File: config.mk
export PLATFORM = sky130hd
export DESIGN_NAME = masked_nibble_serializer_flat
export DESIGN_NICKNAME = d
export VERILOG_FILES = /design/src/rtl/midori_mask_pkg.sv /design/src/rtl/masked_nibble_serializer_if.sv /design/src/rtl/masked_share_lane.sv /design/src/rtl/masked_nibble_serializer.sv /design/src/flat_wrapper.sv
export SDC_FILE = /design/constraint.sdc
export NUM_CORES = 1
export LEC_CHECK = 0
export ABC_AREA = 1
export BUFFER_PORTS_ARGS = -buffer_cell sky130_fd_sc_hd__buf_4
export CORE_AREA = 2 2 159 161
export CTS_BUF_LIST = sky130_fd_sc_hd__clkbuf_8
export DETAILED_ROUTE_END_ITERATION = 7
export DIE_AREA = 0 0 161 163
export PLACE_DENSITY = 0.81
export SLEW_MARGIN = 20
export SYNTH_ARGS = -nofsm -noshare
export SYNTH_HDL_FRONTEND = slang
export SYNTH_SLANG_ARGS = --single-unit
File: constraint.sdc
create_clock -name clk -period 13.3 [get_ports clk]
set_clock_uncertainty 0.1 [all_clocks]
set_input_delay 1.33 -clock clk [delete_from_list [all_inputs] [get_ports clk]]
set_output_delay 1.33 -clock clk [all_outputs]
set_load 0.05 [all_outputs]
File: src/rtl/midori_mask_pkg.sv
// Shared constants and FSM encoding for the 3-share masked Midori nibble serializer.
package midori_mask_pkg;

    localparam int NIBBLE_W = 4;
    localparam int STATE_W  = 64;
    localparam int SHARES   = 3;

    typedef enum logic [1:0] {
        ST_IDLE = 2'd0,
        ST_RUN  = 2'd1,
        ST_DONE = 2'd2
    } fsm_state_e;

endpackage

File: src/rtl/masked_nibble_serializer_if.sv
// Bundle of the control, state and masked S-box signals of the serializer.
// master = host plus S-box side, slave = the serializer itself.
interface masked_nibble_serializer_if;
    import midori_mask_pkg::*;

    logic                load;
    logic                start;
    logic [STATE_W-1:0]  st_in1;
    logic [STATE_W-1:0]  st_in2;
    logic [STATE_W-1:0]  st_in3;
    logic [NIBBLE_W-1:0] sb_in1;
    logic [NIBBLE_W-1:0] sb_in2;
    logic [NIBBLE_W-1:0] sb_in3;
    logic [NIBBLE_W-1:0] sb_out1;
    logic [NIBBLE_W-1:0] sb_out2;
    logic [NIBBLE_W-1:0] sb_out3;
    logic [STATE_W-1:0]  st_out1;
    logic [STATE_W-1:0]  st_out2;
    logic [STATE_W-1:0]  st_out3;
    logic                busy;
    logic                done;

    modport master (
        output load, start, st_in1, st_in2, st_in3, sb_out1, sb_out2, sb_out3,
        input  sb_in1, sb_in2, sb_in3, st_out1, st_out2, st_out3, busy, done
    );

    modport slave (
        input  load, start, st_in1, st_in2, st_in3, sb_out1, sb_out2, sb_out3,
        output sb_in1, sb_in2, sb_in3, st_out1, st_out2, st_out3, busy, done
    );

endinterface

File: src/rtl/masked_share_lane.sv
// One share's state register, its nibble read mux and its in-place write-back decoder.
// A lane only ever sees its own share; nothing here combines shares.
module masked_share_lane
    import midori_mask_pkg::*;
#(
    parameter int NIBBLES = 16,
    parameter int IDX_W   = 4
) (
    input  logic                clk,
    input  logic                rst,
    input  logic                i_load,
    input  logic [STATE_W-1:0]  i_st_in,
    input  logic                i_rd_en,
    input  logic [IDX_W-1:0]    i_rd_idx,
    input  logic                i_wr_en,
    input  logic [IDX_W-1:0]    i_wr_idx,
    input  logic [NIBBLE_W-1:0] i_sb_out,
    output logic [NIBBLE_W-1:0] o_sb_in,
    output logic [STATE_W-1:0]  o_st
);

    logic [NIBBLES-1:0][NIBBLE_W-1:0] w_nibs;

    genvar gi;
    generate
        for (gi = 0; gi < NIBBLES; gi++) begin : g_nib
            logic [NIBBLE_W-1:0] r_nib;

            // Nibble register: parallel load from the host, or S-box result written back in place
            always_ff @(posedge clk or posedge rst) begin
                if (rst) begin
                    r_nib <= '0;
                end else if (i_load) begin
                    r_nib <= i_st_in[gi*NIBBLE_W +: NIBBLE_W];
                end else if (i_wr_en && (i_wr_idx == IDX_W'(gi))) begin
                    r_nib <= i_sb_out;
                end
            end

            assign w_nibs[gi] = r_nib;
        end
    endgenerate

    assign o_st = w_nibs;

    // Read mux: selected nibble while streaming, zero otherwise so the S-box sees a quiet input
    always_comb begin
        o_sb_in = '0;
        if (i_rd_en) begin
            o_sb_in = w_nibs[i_rd_idx];
        end
    end

endmodule

File: src/rtl/masked_nibble_serializer.sv
// Nibble-serial state controller for the 3-share masked Midori S-box pipeline.
// Streams nibble c of every share into the S-box and writes the result for nibble
// c-SBOX_LAT back in place; the FSM and counter are shared by the three lanes.
module masked_nibble_serializer
    import midori_mask_pkg::*;
#(
    parameter int NIBBLES  = 16,
    parameter int SBOX_LAT = 2
) (
    input  logic                        clk,
    input  logic                        rst,
    masked_nibble_serializer_if.slave   bus
);

    localparam int TOTAL = NIBBLES + SBOX_LAT;
    localparam int CNT_W = $clog2(TOTAL);
    localparam int IDX_W = $clog2(NIBBLES);

    localparam logic [CNT_W-1:0] LAST_C = CNT_W'(TOTAL - 1);
    localparam logic [CNT_W-1:0] NIB_C  = CNT_W'(NIBBLES);
    localparam logic [CNT_W-1:0] LAT_C  = CNT_W'(SBOX_LAT);

    fsm_state_e         r_state;
    fsm_state_e         w_state_next;
    logic [CNT_W-1:0]   r_cnt;
    logic [CNT_W-1:0]   w_cnt_next;
    logic               r_done;
    logic               w_done_next;

    logic               w_load_en;
    logic               w_rd_en;
    logic               w_wr_en;
    logic [IDX_W-1:0]   w_rd_idx;
    logic [IDX_W-1:0]   w_wr_idx;

    // State register, pass counter and registered done pulse
    always_ff @(posedge clk or posedge rst) begin
        if (rst) begin
            r_state <= ST_IDLE;
            r_cnt   <= '0;
            r_done  <= 1'b0;
        end else begin
            r_state <= w_state_next;
            r_cnt   <= w_cnt_next;
            r_done  <= w_done_next;
        end
    end

    // Next state and counter: load wins over start, RUN walks the counter to its last value
    always_comb begin
        w_state_next = r_state;
        w_cnt_next   = r_cnt;
        case (r_state)
            ST_IDLE: begin
                if (!bus.load && bus.start) begin
                    w_state_next = ST_RUN;
                    w_cnt_next   = '0;
                end
            end
            ST_RUN: begin
                if (r_cnt == LAST_C) begin
                    w_state_next = ST_DONE;
                    w_cnt_next   = '0;
                end else begin
                    w_cnt_next   = r_cnt + CNT_W'(1);
                end
            end
            ST_DONE: begin
                w_state_next = ST_IDLE;
            end
            default: begin
                w_state_next = ST_IDLE;
                w_cnt_next   = '0;
            end
        endcase
    end

    // Outputs decoded from state and count; done is registered so it lands one edge after DONE
    always_comb begin
        w_load_en   = (r_state == ST_IDLE) && bus.load;
        w_rd_en     = (r_state == ST_RUN) && (r_cnt < NIB_C);
        w_wr_en     = (r_state == ST_RUN) && (r_cnt >= LAT_C);
        w_rd_idx    = r_cnt[IDX_W-1:0];
        w_wr_idx    = IDX_W'(r_cnt - LAT_C);
        w_done_next = (r_state == ST_DONE);
    end

    assign bus.busy = (r_state == ST_RUN);
    assign bus.done = r_done;

    logic [STATE_W-1:0]  w_st_in  [SHARES];
    logic [STATE_W-1:0]  w_st_out [SHARES];
    logic [NIBBLE_W-1:0] w_sb_out [SHARES];
    logic [NIBBLE_W-1:0] w_sb_in  [SHARES];

    assign w_st_in[0]  = bus.st_in1;
    assign w_st_in[1]  = bus.st_in2;
    assign w_st_in[2]  = bus.st_in3;
    assign w_sb_out[0] = bus.sb_out1;
    assign w_sb_out[1] = bus.sb_out2;
    assign w_sb_out[2] = bus.sb_out3;

    genvar gi;
    generate
        for (gi = 0; gi < SHARES; gi++) begin : g_lane
            masked_share_lane #(
                .NIBBLES (NIBBLES),
                .IDX_W   (IDX_W)
            ) u_lane (
                .clk      (clk),
                .rst      (rst),
                .i_load   (w_load_en),
                .i_st_in  (w_st_in[gi]),
                .i_rd_en  (w_rd_en),
                .i_rd_idx (w_rd_idx),
                .i_wr_en  (w_wr_en),
                .i_wr_idx (w_wr_idx),
                .i_sb_out (w_sb_out[gi]),
                .o_sb_in  (w_sb_in[gi]),
                .o_st     (w_st_out[gi])
            );
        end
    endgenerate

    assign bus.sb_in1  = w_sb_in[0];
    assign bus.sb_in2  = w_sb_in[1];
    assign bus.sb_in3  = w_sb_in[2];
    assign bus.st_out1 = w_st_out[0];
    assign bus.st_out2 = w_st_out[1];
    assign bus.st_out3 = w_st_out[2];

endmodule
File: src/flat_wrapper.sv
// flat-port wrapper written by rule: the top's interface ports become plain ports
module masked_nibble_serializer_flat import midori_mask_pkg::*;
#(
    parameter int NIBBLES  = 16,
    parameter int SBOX_LAT = 2
)
  (clk, rst, bus_load, bus_start, bus_st_in1, bus_st_in2, bus_st_in3, bus_sb_out1, bus_sb_out2, bus_sb_out3, bus_sb_in1, bus_sb_in2, bus_sb_in3, bus_st_out1, bus_st_out2, bus_st_out3, bus_busy, bus_done);
  masked_nibble_serializer_if bus_i ();
  input  logic clk;
  input  logic rst;
  input wire logic [$bits(bus_i.load)-1:0] bus_load;
  input wire logic [$bits(bus_i.start)-1:0] bus_start;
  input wire logic [$bits(bus_i.st_in1)-1:0] bus_st_in1;
  input wire logic [$bits(bus_i.st_in2)-1:0] bus_st_in2;
  input wire logic [$bits(bus_i.st_in3)-1:0] bus_st_in3;
  input wire logic [$bits(bus_i.sb_out1)-1:0] bus_sb_out1;
  input wire logic [$bits(bus_i.sb_out2)-1:0] bus_sb_out2;
  input wire logic [$bits(bus_i.sb_out3)-1:0] bus_sb_out3;
  output wire logic [$bits(bus_i.sb_in1)-1:0] bus_sb_in1;
  output wire logic [$bits(bus_i.sb_in2)-1:0] bus_sb_in2;
  output wire logic [$bits(bus_i.sb_in3)-1:0] bus_sb_in3;
  output wire logic [$bits(bus_i.st_out1)-1:0] bus_st_out1;
  output wire logic [$bits(bus_i.st_out2)-1:0] bus_st_out2;
  output wire logic [$bits(bus_i.st_out3)-1:0] bus_st_out3;
  output wire logic [$bits(bus_i.busy)-1:0] bus_busy;
  output wire logic [$bits(bus_i.done)-1:0] bus_done;
  assign bus_i.load = bus_load;
  assign bus_i.start = bus_start;
  assign bus_i.st_in1 = bus_st_in1;
  assign bus_i.st_in2 = bus_st_in2;
  assign bus_i.st_in3 = bus_st_in3;
  assign bus_i.sb_out1 = bus_sb_out1;
  assign bus_i.sb_out2 = bus_sb_out2;
  assign bus_i.sb_out3 = bus_sb_out3;
  assign bus_sb_in1 = bus_i.sb_in1;
  assign bus_sb_in2 = bus_i.sb_in2;
  assign bus_sb_in3 = bus_i.sb_in3;
  assign bus_st_out1 = bus_i.st_out1;
  assign bus_st_out2 = bus_i.st_out2;
  assign bus_st_out3 = bus_i.st_out3;
  assign bus_busy = bus_i.busy;
  assign bus_done = bus_i.done;
  masked_nibble_serializer #(.NIBBLES(NIBBLES), .SBOX_LAT(SBOX_LAT)) u_core (.clk(clk), .rst(rst), .bus(bus_i));
endmodule
==> flow_summary.yaml, run 1 <==
status:
  status: "finished, final reports clean"
critical_path:
  critPathBufInv: 4
  r2r-start: "u_core.r_cnt[1]$_DFFE_PP0P_"
  worst_setup_path_start_kind: "flip-flop"
  max_stage_delay_ns: 0.65
  end_kind: "output pin"
  worstPathMaxFanout: 53
  path_common_cell: "nand2_1"
  crit_family: "buffers and inverters"
  required_ns: 11.87
  startpoint: "u_core.r_cnt[0]$_DFFE_PP0P_"
  crit_arrival_ns: 3.37
  worstSetupPathType: "flip-flop to output pin"
  cp_slowest_cell: "dfrtp_4"
  path_cells: "inv_2 -> buf_4 -> nand2_1 -> nand3_1 -> nand2_1 -> nand2_1 -> nand2_1 -> inv_1 -> a21oi_1 -> buf_4"
power:
  p_sw_share_pct: 60.9
  power_frac_seq_pct: 23.2
  clockPowerShare_pct: 8.4
  p_int_mw: 2.03
  combPwrFrac_pct: 68.4
  leakage_nw: 8.94
  p_switching_mw: 3.15
  ir_drop_mv: 0.187
  p_per_area_nw_per_um2: 325
clocking:
  h-tree-depth: 4
  clockBufferDepth: 2
  path_clk_slew_ns: 0.11
  cts_repair_resize_count: 0
  holdBufCountCts: 0
  cts_num_sinks: 200
  postCtsSetupRepairBufs: 0
  tritoncts: "built"
  cts-buffers-inserted: 17
  cts-root-buf: "clkbuf_8"
  insertion_delay_ns: 0.49
sta:
  rsz0062_at_grt: "no"
  layout_setup_ws_ns: 8.50
  relSlewSlack_pct: 25.4
  final_max_slew_viol_count: 0
  hold_viol_final: 0
  period_minus_slack_ns: 4.80
  setup_tns_ns: 0
  setup_viol: 0
  tightestPinTransition_ns: 1.12
  whs_ns: 0.453
  fmax_ghz: 0.208
  period_share_pct: 36.1
placed_design:
  gp_congestion: 0.956
  port_buffers: 413
  hpwlAfterDp_um: 37100
  dp_slack_ns: 8.83
global_route:
  grt_use_total_pct: 39.7
  grt_overflow: 0
  antenna_found_initial: 4
  grt_pass1_vias: 13600
  grt_pass1_wl_um: 79300
  grt_max_degree: 194
floorplanning:
  initial_core_util_pct: 51.0
  coreArea_um2: 24700
  io_pins: 414
  dieWidth_um: 161
  rows: 58
  die_h_um: 163
  die_area_um2: 26200
cells_and_area:
  fillCellCount: 2284
  drive_gt1_share_pct: 22.4
  area_growth_pct: 26.6
  fin_nets: 2458
detailed_routing:
  wirelength_met1_um: 20200
  top_layer: "met4"
  finalWirelength_um: 53000
  num_vias: 14700
  dr.pass1.iters: 6
  drtIter0Drc: 1914
  wl_met3_um: 5750
  avgRoutedWirePerCell_um: 20.5
  met2_length_um: 24100
  drc: 0
  vias_per_cell: 5.69
  ant_nets: 0
hold_path:
  hp-class: "flip-flop to flip-flop"
  hold_start: "u_core.r_state[0]$_DFFE_PP0P_"
logic_synthesis:
  syn_inst: 1944
  ys.warnings.count: 0
  ys_types: 26
  mappedNetlistArea_um2: 12600
  syn_area_per_cell_um2: 6.47
  ys_seq_area_share_pct: 39.8
  ys_ff_latch: 200
  synth.net_count: 2159
job:
  cap_violations: 0
## cells by family after synthesis
| family | synth area share (%) |
|---|---|
| compound gates | 4.34 |
| fa+ha+maj | 0.696 |
| buf+inv | 11.6 |
| flops | 39.8 |
| simple gates | 43.6 |
## stage by stage
step | utilization (%) | instance area (um2) | total power, mW | instances
5_1_grt | 64.6 | 15900 | 5.45 | 2589
4_1_cts | 64.5 | 15900 | 5.12 | 2585
3_3_place_gp | 62.8 | 15500 | 4.64 | 2554
6_report | 64.6 | 15900 | 5.18 | 2589
2_1_floorplan | - | 12600 | 3.58 | 1944
3_5_place_dp | 62.8 | 15500 | 4.69 | 2554
## synthesized netlist by cell type, drive strengths merged
library cell | number | share of area [%]
nand2 | 811 | 25
nand3 | 425 | 17
inv | 205 | 6.1
dfrtp | 200 | 40
buf | 94 | 4.1
o21ai | 84 | 3.6
nor2 | 53 | 1.6
clkbuf | 46 | 1.4
a21oi | 15 | 0.72
ha | 7 | 0.70
nand4 | 2 | 0.099
a31oi | 1 | 0.050
and3 | 1 | 0.050
## power by group through the flow
stage	clock network, mW	registers, mW	logic, mW
detailed placement	0	1.19	3.50
CTS	0.429	1.19	3.51
global route	0.451	1.22	3.78
floorplan	0	2.04	1.54
global placement	0	1.20	3.44
finish	0.433	1.20	3.54
## registers in the layout (all words and copies together) (netlist names)
name,count
u_core.g_lane.u_lane.g_nib.r_nib,192
u_core.r_cnt,5
u_core.r_state,2
u_core.bus.done,1
## worst paths after layout
path | endpoint | slack [ns] | cells after the start
max | bus_sb_in2[0] | 8.50 | 10
min | u_core.bus.done$_DFF_PP0_ | 0.45 | 1
max reg2reg | u_core.g_lane[0].u_lane.g_nib[5].r_nib[2]$_DFFE_PP0P_ | 9.41 | 9
min reg2reg | u_core.bus.done$_DFF_PP0_ | 0.45 | 1
max in group asynchronous | u_core.g_lane[0].u_lane.g_nib[0].r_nib[1]$_DFFE_PP0P_ | 10.94 | 3
min in group asynchronous | u_core.g_lane[1].u_lane.g_nib[10].r_nib[0]$_DFFE_PP0P_ | 0.80 | 2
## per-layer routing
| metal | vias up | global-route usage [%] |
|---|---|---|
| met4 | 0 | 20.3 |
| met3 | 174 | 7.69 |
| met1 | 6823 | 53.2 |
| li1 | 6669 | - |
| met2 | 1054 | 61.5 |
| met5 | - | 0 |
## placed cells by master (no fill, tap or decap), drive strengths merged
master	instances
and3	1
diode	4
nand4	2
ha	7
nand3	425
nand2	811
clkinv	2
inv	212
bufinv	2
nor2	53
clkbuf	19
a31oi	1
buf	420
o21ai	84
dfrtp	200
clkinvlp	1
a21oi	15
## final cells by class
type	count	area [um2]	area share [%]
Antenna cell	4	10.0	0.0628
Clock buffer	19	262	1.64
Inverter	205	777	4.88
Timing Repair Buffer	420	3170	19.9
Clock inverter	12	156	0.982
Tap cell	330	413	2.59
Sequential cell	200	5010	31.4
Multi-Input combinational cell	1399	6130	38.5
No activity file was read; power rests on OpenSTA's default activity.
==> run 2: changes to the inputs <==
CORE_AREA = not set   (was 2 2 159 161)
CORE_UTILIZATION = 48   (was not set)
DIE_AREA = not set   (was 0 0 161 163)
PLACE_DENSITY = 0.79   (was 0.81)
clock period = 4.1 ns   (was 13.3 ns; I/O delays follow)
==> run 2 against run 1 <==
Against the previous run:
- via count is 0.76% lower
- count of clock-buffer cells in the layout fell by 2
- total power rose to 3.2 times the previous value
- critical path depth is 1 lower
- combinational power rose to 3.3 times the previous value
- critical endpoint is now u_core.g_lane[2].u_lane.g_nib[4].r_nib[1]$_DFFE_PP0P_
- clock power rose to 3.3 times the previous value
- routed wire length decreased by 2.8%
- non-clock buffer count rose by 8
- cell area rose by 0.75%
- critical path type is now flip-flop to flip-flop
- sequential cell count did not move
==> flow_summary.yaml, run 2 (synthesis gave the netlist of run 1 again) <==
placed_design:
  dp_cells: 2561
  hpwlAfterDp_um: 36100
  gp_congestion: 0.972
  port_buffers: 413
  dpl-instance-area_um2: 15600
cells_and_area:
  final_common_cell: "nand2_1"
  area_growth_pct: 27.5
  max_flop_register: "u_core.g_lane.u_lane.g_nib.r_nib"
  fin_area_um2: 16100
  fillCellCount: 2323
  drive_gt1_share_pct: 22.6
  most-common-layout-cells: "nand2_1, nand3_1, buf_4, inv_1, dfrtp_1"
  fin_cells: 2595
  fin_nets: 2466
  largest_registers: "u_core.g_lane.u_lane.g_nib.r_nib x192, u_core.r_cnt x5, u_core.r_state x2"
  final_util_pct: 63.0
  largest_register_ffs: 192
power:
  leakage_nw: 8.99
  ir_drop_mv: 0.655
  p_per_area_nw_per_um2: 1050
critical_path:
  crit_arrival_ns: 3.60
  max_stage_delay_ns: 0.75
  worstPathMaxFanout: 22
  path_cells: "inv_1 -> ha_1 -> inv_1 -> nor2_1 -> a21oi_4 -> nand2_1 -> nand2_1 -> nand2_1 -> o21ai_0"
  end_kind: "flip-flop"
  required_ns: 4.40
  path_common_cell: "nand2_1"
  cp_slowest_cell: "dfrtp_1"
  crit_family: "simple AND/OR/NAND/NOR gates"
  worstSetupPathType: "flip-flop to flip-flop"
  critPathBufInv: 2
  worst_setup_path_start_kind: "flip-flop"
global_route:
  antenna_found_initial: 1
  grt_pass1_wl_um: 77200
  grt_pass1_vias: 13500
  grt_overflow: 0
  grt_use_total_pct: 38.3
  grt_max_degree: 194
sta:
  whs_ns: 0.0706
  relSlewSlack_pct: 24.3
  hold_viol_final: 0
  tightestPinTransition_ns: 1.13
  period_share_pct: 80.3
  fmax_ghz: 0.304
  rsz0062_at_grt: "no"
  setup_viol: 0
  period_minus_slack_ns: 3.29
  setup_tns_ns: 0
  final_max_slew_viol_count: 0
floorplanning:
  coreArea_um2: 25500
  dieWidth_um: 164
  die_area_um2: 26900
  rows: 58
  die_h_um: 164
  initial_core_util_pct: 49.4
  io_pins: 414
clocking:
  cts_num_sinks: 200
  cts-root-buf: "clkbuf_8"
  cts_repair_resize_count: 0
  clockBufferDepth: 2
  h-tree-depth: 4
  insertion_delay_ns: 0.48
  cts-buffers-inserted: 17
  tritoncts: "built"
  path_clk_slew_ns: 0.12
detailed_routing:
  ant_nets: 0
  drc: 0
  num_vias: 14600
  finalWirelength_um: 51500
  avgRoutedWirePerCell_um: 19.8
  vias_per_cell: 5.63
  drtIter0Drc: 1805
  dr.pass1.iters: 6
status:
  status: "finished, final reports clean"
hold_path:
  hp-class: "primary input to flip-flop"
job:
  cap_violations: 0
run 2: changes by cell type in the layout (fill, tap and decap cells not counted):
cell	change
buf_12	+4
buf_4	+4
buf_6	-1
clkbuf_8	-2
clkinv_8	+3
clkinvlp_4	+1
diode_2	-3
dlygate4sd3_1	+1
inv_8	-1
run 2: what timing repair did:
action,4_1_cts,5_1_grt
endpoints found under the setup margin,0,0
hold endpoints to repair,17,0
setup buffers,0,0
hold buffers,1,0
run 2: metal layers:
layer / global-route usage [%] / wire [um] / share of wire (%)
met1: 50.3 / 19500 / 38
met2: 59.5 / 23500 / 46
met3: 6.79 / 5470 / 11
met4: 21.8 / 2990 / 5.8
met5: 0 / 0 / 0
run 2: worst register-to-register path: stages, from the launching register on:
cell and delay [ns]:
dfrtp_1 0.75, inv_1 0.43, ha_1 0.34, inv_1 0.08, nor2_1 0.07, a21oi_4 0.48
nand2_1 0.19, nand2_1 0.54, nand2_1 0.14, o21ai_0 0.11
run 2: stage by stage:
stage                     setup slack (ns)  power [mW]
final                                0.806        16.8
after global routing                 0.579        17.7
after CTS                            0.874        16.7
after detailed placement             0.986        15.2
after global placement                1.15        15.1
after floorplan                       1.00        11.6
run 2: final timing paths:
path	startpoint	end	slack [ns]	cells after the start
hold / removal	bus_start	u_core.r_state[0]$_DFFE_PP0P_	0.07	3
setup / recovery	u_core.r_cnt[2]$_DFFE_PP0P_	u_core.g_lane[2].u_lane.g_nib[4].r_nib[1]$_DFFE_PP0P_	0.81	9
setup reg to reg	u_core.r_cnt[2]$_DFFE_PP0P_	u_core.g_lane[2].u_lane.g_nib[4].r_nib[1]$_DFFE_PP0P_	0.81	9
min in group asynchronous	rst	u_core.g_lane[1].u_lane.g_nib[11].r_nib[0]$_DFFE_PP0P_	0.41	3
max in group asynchronous	rst	u_core.r_cnt[1]$_DFFE_PP0P_	2.46	4
hold reg to reg	u_core.g_lane[0].u_lane.g_nib[9].r_nib[2]$_DFFE_PP0P_	u_core.g_lane[0].u_lane.g_nib[9].r_nib[2]$_DFFE_PP0P_	0.44	2
run 2: area by class of cell:
class | instances | area (um2) | area share (%)
Tap cell | 330 | 413 | 2.57
Sequential cell | 200 | 5010 | 31.2
Timing Repair Buffer | 428 | 3280 | 20.4
Inverter | 205 | 773 | 4.82
Multi-Input combinational cell | 1399 | 6130 | 38.2
Antenna cell | 1 | 2.50 | 0.0156
Clock buffer | 17 | 234 | 1.46
Clock inverter | 15 | 205 | 1.28
run 2: where the power goes:
part	internal [mW]	switching, mW	leakage (nW)	total [mW]
Sequential	2.93	0.875	2.49	3.80
Clock	0.581	0.839	0.217	1.42
Combinational	3.09	8.49	6.29	11.6
